### config.mk
export PLATFORM = sky130hd
export DESIGN_NAME = mips_top
export DESIGN_NICKNAME = d
export VERILOG_FILES = /design/src/rtl/mips_top.sv
export SDC_FILE = /design/constraint.sdc
export NUM_CORES = 2
export LEC_CHECK = 0
export ABC_AREA = 1
export CORE_MARGIN = 1
export CORE_UTILIZATION = 50
export DETAILED_ROUTE_END_ITERATION = 8
export PLACE_DENSITY_LB_ADDON = 0.25
export REMOVE_ABC_BUFFERS = 1
export SETUP_SLACK_MARGIN = 0.5
export SLEW_MARGIN = 40
export SYNTH_ARGS = -nofsm -noshare
export SYNTH_HDL_FRONTEND = slang
export SYNTH_SLANG_ARGS = --single-unit
export TNS_END_PERCENT = 5
### constraint.sdc
create_clock -name clk -period 12.13 [get_ports clk]
set_clock_uncertainty 0.1 [all_clocks]
set_input_delay 2.426 -clock clk [delete_from_list [all_inputs] [get_ports clk]]
set_output_delay 2.426 -clock clk [all_outputs]
set_load 0.02 [all_outputs]
### src/rtl/mips_top.sv
// Board shell for the single-cycle MIPS core: selectable step-rate clock enable,
// Go-button run/halt control, instruction counters and an 8-digit 7-segment display.

module mips_cpu (
  input  logic        clk,
  input  logic        clr,
  input  logic        en,
  output logic [31:0] pc,
  output logic [31:0] instr,
  output logic        halt,
  output logic        branch_taken,
  output logic        jump,
  output logic        led_we,
  output logic [31:0] led_data
);
  localparam int unsigned XLEN = 32;

  localparam logic [5:0] OP_RTYPE = 6'h00;
  localparam logic [5:0] OP_J     = 6'h02;
  localparam logic [5:0] OP_JAL   = 6'h03;
  localparam logic [5:0] OP_BEQ   = 6'h04;
  localparam logic [5:0] OP_BNE   = 6'h05;
  localparam logic [5:0] OP_ADDI  = 6'h08;
  localparam logic [5:0] OP_ADDIU = 6'h09;
  localparam logic [5:0] OP_SLTI  = 6'h0A;
  localparam logic [5:0] OP_ANDI  = 6'h0C;
  localparam logic [5:0] OP_ORI   = 6'h0D;
  localparam logic [5:0] OP_LUI   = 6'h0F;

  localparam logic [5:0] FN_SLL     = 6'h00;
  localparam logic [5:0] FN_JR      = 6'h08;
  localparam logic [5:0] FN_SYSCALL = 6'h0C;
  localparam logic [5:0] FN_ADD     = 6'h20;
  localparam logic [5:0] FN_ADDU    = 6'h21;
  localparam logic [5:0] FN_SUB     = 6'h22;
  localparam logic [5:0] FN_SUBU    = 6'h23;
  localparam logic [5:0] FN_AND     = 6'h24;
  localparam logic [5:0] FN_OR      = 6'h25;
  localparam logic [5:0] FN_XOR     = 6'h26;
  localparam logic [5:0] FN_NOR     = 6'h27;
  localparam logic [5:0] FN_SLT     = 6'h2A;

  localparam logic [XLEN-1:0] SYS_HALT = 32'd10;
  localparam logic [XLEN-1:0] SYS_LED  = 32'd34;

  logic [XLEN-1:0] regs [32];
  logic [5:0]      op, funct;
  logic [4:0]      rs, rt, rd, shamt;
  logic [15:0]     imm;
  logic [XLEN-1:0] rs_val, rt_val, sext, pc_plus4, pc_next, wr_data;
  logic [4:0]      wr_addr;
  logic            wr_en;

  // Program ROM: halts after 10 instructions, then on resume writes the LEDs and halts again
  always_comb begin
    instr = '0;
    case (pc[31:2])
      30'd0:   instr = 32'h2002_000A;
      30'd1:   instr = 32'h1000_0001;
      30'd3:   instr = 32'h0800_0005;
      30'd5:   instr = 32'h1000_0001;
      30'd7:   instr = 32'h1000_0001;
      30'd9:   instr = 32'h2008_0001;
      30'd10:  instr = 32'h0800_000C;
      30'd12:  instr = 32'h2009_0002;
      30'd13:  instr = 32'h0109_5020;
      30'd14:  instr = 32'h0000_000C;
      30'd15:  instr = 32'h3C04_1234;
      30'd16:  instr = 32'h3484_5678;
      30'd17:  instr = 32'h2002_0022;
      30'd18:  instr = 32'h0000_000C;
      30'd19:  instr = 32'h2002_000A;
      30'd20:  instr = 32'h0000_000C;
      30'd21:  instr = 32'h0800_0000;
      default: instr = '0;
    endcase
  end

  assign op       = instr[31:26];
  assign rs       = instr[25:21];
  assign rt       = instr[20:16];
  assign rd       = instr[15:11];
  assign shamt    = instr[10:6];
  assign funct    = instr[5:0];
  assign imm      = instr[15:0];
  assign sext     = {{16{imm[15]}}, imm};
  assign pc_plus4 = pc + 32'd4;
  assign rs_val   = (rs == 5'd0) ? '0 : regs[rs];
  assign rt_val   = (rt == 5'd0) ? '0 : regs[rt];
  assign led_data = regs[4];

  // Decode, execute and next-PC selection
  always_comb begin
    pc_next      = pc_plus4;
    wr_en        = 1'b0;
    wr_addr      = rt;
    wr_data      = '0;
    branch_taken = 1'b0;
    jump         = 1'b0;
    halt         = 1'b0;
    led_we       = 1'b0;
    case (op)
      OP_RTYPE: begin
        wr_addr = rd;
        wr_en   = 1'b1;
        case (funct)
          FN_SLL:           wr_data = rt_val << shamt;
          FN_ADD, FN_ADDU:  wr_data = rs_val + rt_val;
          FN_SUB, FN_SUBU:  wr_data = rs_val - rt_val;
          FN_AND:           wr_data = rs_val & rt_val;
          FN_OR:            wr_data = rs_val | rt_val;
          FN_XOR:           wr_data = rs_val ^ rt_val;
          FN_NOR:           wr_data = ~(rs_val | rt_val);
          FN_SLT:           wr_data = XLEN'($signed(rs_val) < $signed(rt_val));
          FN_JR: begin
            wr_en   = 1'b0;
            jump    = 1'b1;
            pc_next = rs_val;
          end
          FN_SYSCALL: begin
            wr_en  = 1'b0;
            halt   = (regs[2] == SYS_HALT);
            led_we = (regs[2] == SYS_LED);
          end
          default: wr_en = 1'b0;
        endcase
      end
      OP_ADDI, OP_ADDIU: begin wr_en = 1'b1; wr_data = rs_val + sext; end
      OP_SLTI:  begin wr_en = 1'b1; wr_data = XLEN'($signed(rs_val) < $signed(sext)); end
      OP_ANDI:  begin wr_en = 1'b1; wr_data = rs_val & {16'h0, imm}; end
      OP_ORI:   begin wr_en = 1'b1; wr_data = rs_val | {16'h0, imm}; end
      OP_LUI:   begin wr_en = 1'b1; wr_data = {imm, 16'h0}; end
      OP_BEQ, OP_BNE: begin
        if ((rs_val == rt_val) == (op == OP_BEQ)) begin
          branch_taken = 1'b1;
          pc_next      = pc_plus4 + (sext << 2);
        end
      end
      OP_J, OP_JAL: begin
        jump    = 1'b1;
        pc_next = {pc_plus4[31:28], instr[25:0], 2'b00};
        if (op == OP_JAL) begin
          wr_en   = 1'b1;
          wr_addr = 5'd31;
          wr_data = pc_plus4;
        end
      end
      default: ;
    endcase
  end

  always_ff @(posedge clk) begin
    if (!clr && en && wr_en && (wr_addr != 5'd0)) regs[wr_addr] <= wr_data;
  end

  always_ff @(posedge clk) begin
    if (clr)     pc <= '0;
    else if (en) pc <= pc_next;
  end
endmodule

module mips_top #(
  parameter int unsigned DIV1      = 10,
  parameter int unsigned DIV2      = 20,
  parameter int unsigned DIV3      = 24,
  parameter int unsigned SCAN_BITS = 17
) (
  input  logic       clk,
  input  logic       clr,
  input  logic       Go,
  input  logic [2:0] Show,
  input  logic [1:0] Hz,
  output logic       clk_N,
  output logic [7:0] SEG,
  output logic [7:0] AN
);
  localparam int unsigned CW = 32;
  localparam logic [CW-1:0] MASK1 = 32'((64'd1 << DIV1) - 64'd1);
  localparam logic [CW-1:0] MASK2 = 32'((64'd1 << DIV2) - 64'd1);
  localparam logic [CW-1:0] MASK3 = 32'((64'd1 << DIV3) - 64'd1);

  typedef enum logic {ST_RUN, ST_HALT} run_state_t;

  run_state_t           state, state_next;
  logic [CW-1:0]        div_cnt, count_all, count_branch, count_jmp, led_data_q, led_show;
  logic [SCAN_BITS-1:0] scan_cnt;
  logic                 s1, s2, go_edge, run, tick, step;
  logic [2:0]           digit;
  logic [3:0]           nibble;
  logic [31:0]          pc, instr, led_data;
  logic                 halt, branch_taken, jump, led_we;

  mips_cpu u_cpu (
    .clk          (clk),
    .clr          (clr),
    .en           (step),
    .pc           (pc),
    .instr        (instr),
    .halt         (halt),
    .branch_taken (branch_taken),
    .jump         (jump),
    .led_we       (led_we),
    .led_data     (led_data)
  );

  // Step-rate tick: every cycle, or once per 2^DIVn cycles of the free-running divider
  always_comb begin
    tick = 1'b1;
    case (Hz)
      2'd1:    tick = ((div_cnt & MASK1) == MASK1);
      2'd2:    tick = ((div_cnt & MASK2) == MASK2);
      2'd3:    tick = ((div_cnt & MASK3) == MASK3);
      default: tick = 1'b1;
    endcase
  end

  assign go_edge = s1 & ~s2;
  assign run     = (state == ST_RUN);
  assign step    = tick & run;

  // A halting step takes priority over a coincident Go edge
  always_comb begin
    state_next = state;
    case (state)
      ST_RUN:  if (step && halt) state_next = ST_HALT;
      ST_HALT: if (go_edge) state_next = ST_RUN;
      default: state_next = ST_RUN;
    endcase
  end

  always_ff @(posedge clk) begin
    if (clr) state <= ST_RUN;
    else     state <= state_next;
  end

  always_ff @(posedge clk) begin
    if (clr) begin
      div_cnt      <= '0;
      scan_cnt     <= '0;
      s1           <= 1'b0;
      s2           <= 1'b0;
      clk_N        <= 1'b0;
      count_all    <= '0;
      count_branch <= '0;
      count_jmp    <= '0;
      led_data_q   <= '0;
    end else begin
      div_cnt  <= div_cnt + 32'd1;
      scan_cnt <= scan_cnt + SCAN_BITS'(1);
      s1       <= Go;
      s2       <= s1;
      if (tick) clk_N <= ~clk_N;
      if (step) begin
        count_all <= count_all + 32'd1;
        if (branch_taken) count_branch <= count_branch + 32'd1;
        if (jump)         count_jmp    <= count_jmp + 32'd1;
        if (led_we)       led_data_q   <= led_data;
      end
    end
  end

  always_comb begin
    led_show = '0;
    case (Show)
      3'd0:    led_show = led_data_q;
      3'd1:    led_show = count_all;
      3'd2:    led_show = count_branch;
      3'd3:    led_show = count_jmp;
      3'd4:    led_show = pc;
      3'd5:    led_show = instr;
      default: led_show = '0;
    endcase
  end

  assign digit  = scan_cnt[SCAN_BITS-1 -: 3];
  assign nibble = 4'(led_show >> {digit, 2'b00});
  assign AN     = ~(8'd1 << digit);

  // Active-low hex decoder, dp held off
  always_comb begin
    SEG = 8'hFF;
    case (nibble)
      4'h0: SEG = 8'hC0;
      4'h1: SEG = 8'hF9;
      4'h2: SEG = 8'hA4;
      4'h3: SEG = 8'hB0;
      4'h4: SEG = 8'h99;
      4'h5: SEG = 8'h92;
      4'h6: SEG = 8'h82;
      4'h7: SEG = 8'hF8;
      4'h8: SEG = 8'h80;
      4'h9: SEG = 8'h90;
      4'hA: SEG = 8'h88;
      4'hB: SEG = 8'h83;
      4'hC: SEG = 8'hC6;
      4'hD: SEG = 8'hA1;
      4'hE: SEG = 8'h86;
      4'hF: SEG = 8'h8E;
      default: SEG = 8'hFF;
    endcase
  end
endmodule

==> results.md <==
* Status: complete, no violations
* Worst slew slack as a fraction of its limit at between 30% and 40%
* Maximum ir drop on the vdd rail at roughly 0.13 mV
* Growth of design area from synthesis to finish at 9.48%
* Port-buffer cells at 23
* Avg Synthesized Cell Area at around 8 um2
* Crit path buffers/inverters at 6
* Overall fraction of global-route tracks in use at about 36%
* Wire length after detailed routing at around 160 mm
* Period utilization at around 76%
* Internal power at about 4.2 mW
* RePlAce Congestion at roughly 1.0
* Share of total power in combinational logic at under 10%
* Crit-path max cell delay at 0.62 ns
* Largest net degree at the start of global routing at about 160
* Post-CTS resize count at 0
* Number of maximum-capacitance violations at 0
* Final antenna-violating net count at 0
* Net count of the finished layout at around 5700
* First-pass GRT wire length at 241 mm
* Detailed placer's ending HPWL at ~120 mm
* Met1 demand-to-capacity share in global routing at between 50% and 60%
* Initial core utilization at 50.6%
* Hold Crit Class: reg -> reg
* Clock tree from TritonCTS: built
* Vias/cell at 6.10
* Top FF cell, synth: sky130_fd_sc_hd__edfxtp_1
* Highest clock rate at ~110 MHz
* Total Neg Setup Slack at 0 ns
* Dominant delay contributor by cell family on the critical path: buffers and inverters
* P_leak at about 19 nW
* Number of CTS-inserted buffers at about 80
* Yosys warns at 0
* Count of fill cells added during filler insertion at around 8100
* Detailed Route Iter0 Violations at about 5700
* Area enclosed by the die boundary at slightly below 90000 um2
* Register bit total from synthesis at 733
* Post-synth design cell area at 43900 um2
* Number of placement rows at ~110
* Final routed wire length divided by cell count at ~24 um
* Die boundary width at between 200 and 300 um
* Number of global-route vias before repair at around 37000
* Detailed-router iteration count before antenna repair at 8
* Slowest CP cell: sky130_fd_sc_hd__a21boi_0
* Number of buffers added to fix hold violations after cts at 0
* Worst Hold Depth at 1
* Final core utilization at 55.3%
* Crit path launch type: input pin
* Number of distinct library cell variants in the gate-level netlist after synthesis at between 70 and 80
* # clock sinks at roughly 730
* Peak-usage layer in the global routing report: met1
* Number of hold violations in the final report at 0
* Transition time of the tightest slew-check pin at around 0.90 ns
* Vias at between 40000 and 50000
* Register area share after synthesis at a little under half
* H-tree depth at 3
* Global-route met3 utilization at 6.24%
* Fraction of final layout cells with drive strength greater than 1 at 6.51%
* Met2 Track Usage GR at 51.4%
* Total power after layout at 5.60 mW
* Placeable Area at approximately 87000 um2
* Diode insertion count for antenna repair at 0
* Number of cells traversed by the worst register-to-register path at 27
* Worst-path clk slew at about 0.06 ns
* Top-level I/O count at 25
* Critical path cell sequence: clkdlybuf4s50_1 > inv_1 > nand2_1 > nor2_1 > buf_4 > inv_1 > o22ai_1 > a2111oi_0 > o21ai_0 > nand3_1 > nand2_1 > a21boi_0 > inv_1 > ha_1 > nand2_1 > o21ai_0 > nand2_1 > nand2_1 > clkdlybuf4s50_1
* DRC violation count after routing at 0
* Initial antenna violation count at 4
* Cell count after synthesis at between 5000 and 6000
* Share of power burned in registers at 48.4%
* Number of enable-type register cells in the synthesized netlist at 512
* Area occupied by multi-input gates at about 21000 um2
* Most frequent cells in the layout: sky130_fd_sc_hd__nand2_1, sky130_fd_sc_hd__inv_1, sky130_fd_sc_hd__nand3_1
* Share of power burned in the clock network at 44.0%
* Number of pins with negative max-slew slack in the final report at 0
* Power per standard cell area at ~120 nW/um2
* Type of element capturing the critical path: output port
* Commonest non-fill, non-tap cell in the layout: sky130_fd_sc_hd__nand2_1
* Sequential cell area at roughly 20000 um2
* Critical Path Most Common Cell: sky130_fd_sc_hd__nand2_1
* Shortest period the worst path allows at 9.23 ns
* Maximum clock insertion buffer count at 3
* Net Sw Power at between 1 and 1.5 mW
* Root Driver: sky130_fd_sc_hd__clkbuf_16
* Overflow after GRT at 0
* Unrepaired setup endpoints after global routing: no
* Largest fanout on the critical path at 17
* Share of total power consumed by net switching at around 25%
* Clock latency reported for the late side of the worst-skew pair at 0.67 ns
* Die H at around 300 um
* Total setup buffers inserted after CTS at 0
* Total number of cells along the worst setup path at 19
* Async set-or-reset flop fraction in the synthesized netlist at 0%
* Worst setup path class: in -> out
* Critical Path RT at roughly 9.6 ns
* Worst path arrival time at roughly 6.7 ns
* Final number of setup-violating endpoints at 0
metrics by stage:
step                      cells  hold WS (ns)  instance area, um2  worst slack, ns
after floorplan            5342         0.302               42900             1.50
after global placement     6578         0.313               45200             2.80
after detailed placement   6587         0.325               45400             2.93
after CTS                  6731         0.338               48100             2.93
after global routing       6733         0.365               48100             2.59
final                      6733         0.340               48100             2.90
power by group through the flow:
stage	Clock (mW)	Combinational, mW	Sequential [mW]
4_1_cts	2.49	0.413	2.71
6_report	2.46	0.430	2.71
3_3_place_gp	0	0.411	2.76
2_1_floorplan	0	0.256	2.75
5_1_grt	2.59	0.460	2.71
3_5_place_dp	0	0.411	2.76
path summary, 6_finish.rpt:
| path | startpoint | end | slack (ns) |
|---|---|---|---|
| worst max-delay path | Show[1] | SEG[5] | 2.90 |
| worst min-delay path | scan_cnt[0]$_SDFF_PP0_ | scan_cnt[0]$_SDFF_PP0_ | 0.34 |
| worst max register to register | u_cpu.pc[18]$_SDFFE_PP0P_ | u_cpu.regs[15][25]$_DFFE_PP_ | 3.82 |
| worst min register to register | scan_cnt[0]$_SDFF_PP0_ | scan_cnt[0]$_SDFF_PP0_ | 0.34 |
area by class of cell:
cell class | count | area share (%)
clock inverter | 44 | 1.14
inverter | 631 | 4.93
timing repair buffer | 92 | 1.83
multi-input combinational | 3978 | 43.6
sequential | 733 | 41.2
clock buffer | 100 | 4.36
tap | 1155 | 3.00
cells in the mapped netlist, drive strengths merged, types with 7 or more instances:
cell type | instances | share of area, %
o21ai | 395 | 4.5
a21boi | 19 | 0.32
a31oi | 21 | 0.30
a221oi | 26 | 0.56
o2111ai | 28 | 0.56
nor3 | 130 | 1.6
o22ai | 48 | 0.68
o21bai | 14 | 0.26
a22oi | 9 | 0.15
a211oi | 50 | 0.85
nand3b | 12 | 0.21
nand3 | 557 | 6.5
buf | 111 | 1.4
or2 | 28 | 0.40
nand2 | 1346 | 12
nand4 | 71 | 1.0
o31ai | 7 | 0.13
dfxtp | 221 | 10
nor4 | 34 | 0.53
o221ai | 18 | 0.36
xor2 | 65 | 1.3
o21a | 7 | 0.12
a21oi | 319 | 3.7
inv | 629 | 5.4
edfxtp | 512 | 35
o211ai | 73 | 1.2
clkbuf | 133 | 1.1
nor2 | 438 | 4.0
a21o | 10 | 0.17
nor3b | 19 | 0.39
ha | 166 | 4.7
routing by layer:
| metal | vias to the layer above | wire length (um) |
|---|---|---|
| li1 | 18880 | - |
| met1 | 19442 | 70600 |
| met2 | 2465 | 67300 |
| met3 | 262 | 20000 |
| met4 | 2 | 6510 |
| met5 | - | 12 |
registers in the layout, indices dropped and copies added, names as in the netlist, named ones only:
name / count
u_cpu.regs: 512
count_all: 32
count_branch: 32
count_jmp: 32
led_data_q: 32
u_cpu.pc: 32
div_cnt: 24
scan_cnt: 17
clk_N: 1
s1: 1
s2: 1
state: 1
cells by family after synthesis:
| family | Yosys count | share of synthesized area, % |
|---|---|---|
| AO/OA/AOI/OAI | 1063 | 14.3 |
| XOR/XNOR | 70 | 1.40 |
| adder cells (fa/ha/maj) | 170 | 4.91 |
| buffers and inverters | 875 | 7.89 |
| flip-flops | 733 | 45.1 |
| other | 2 | 0.0171 |
| AND/OR/NAND/NOR | 2642 | 26.4 |
No activity file was read; power rests on OpenSTA's default activity.
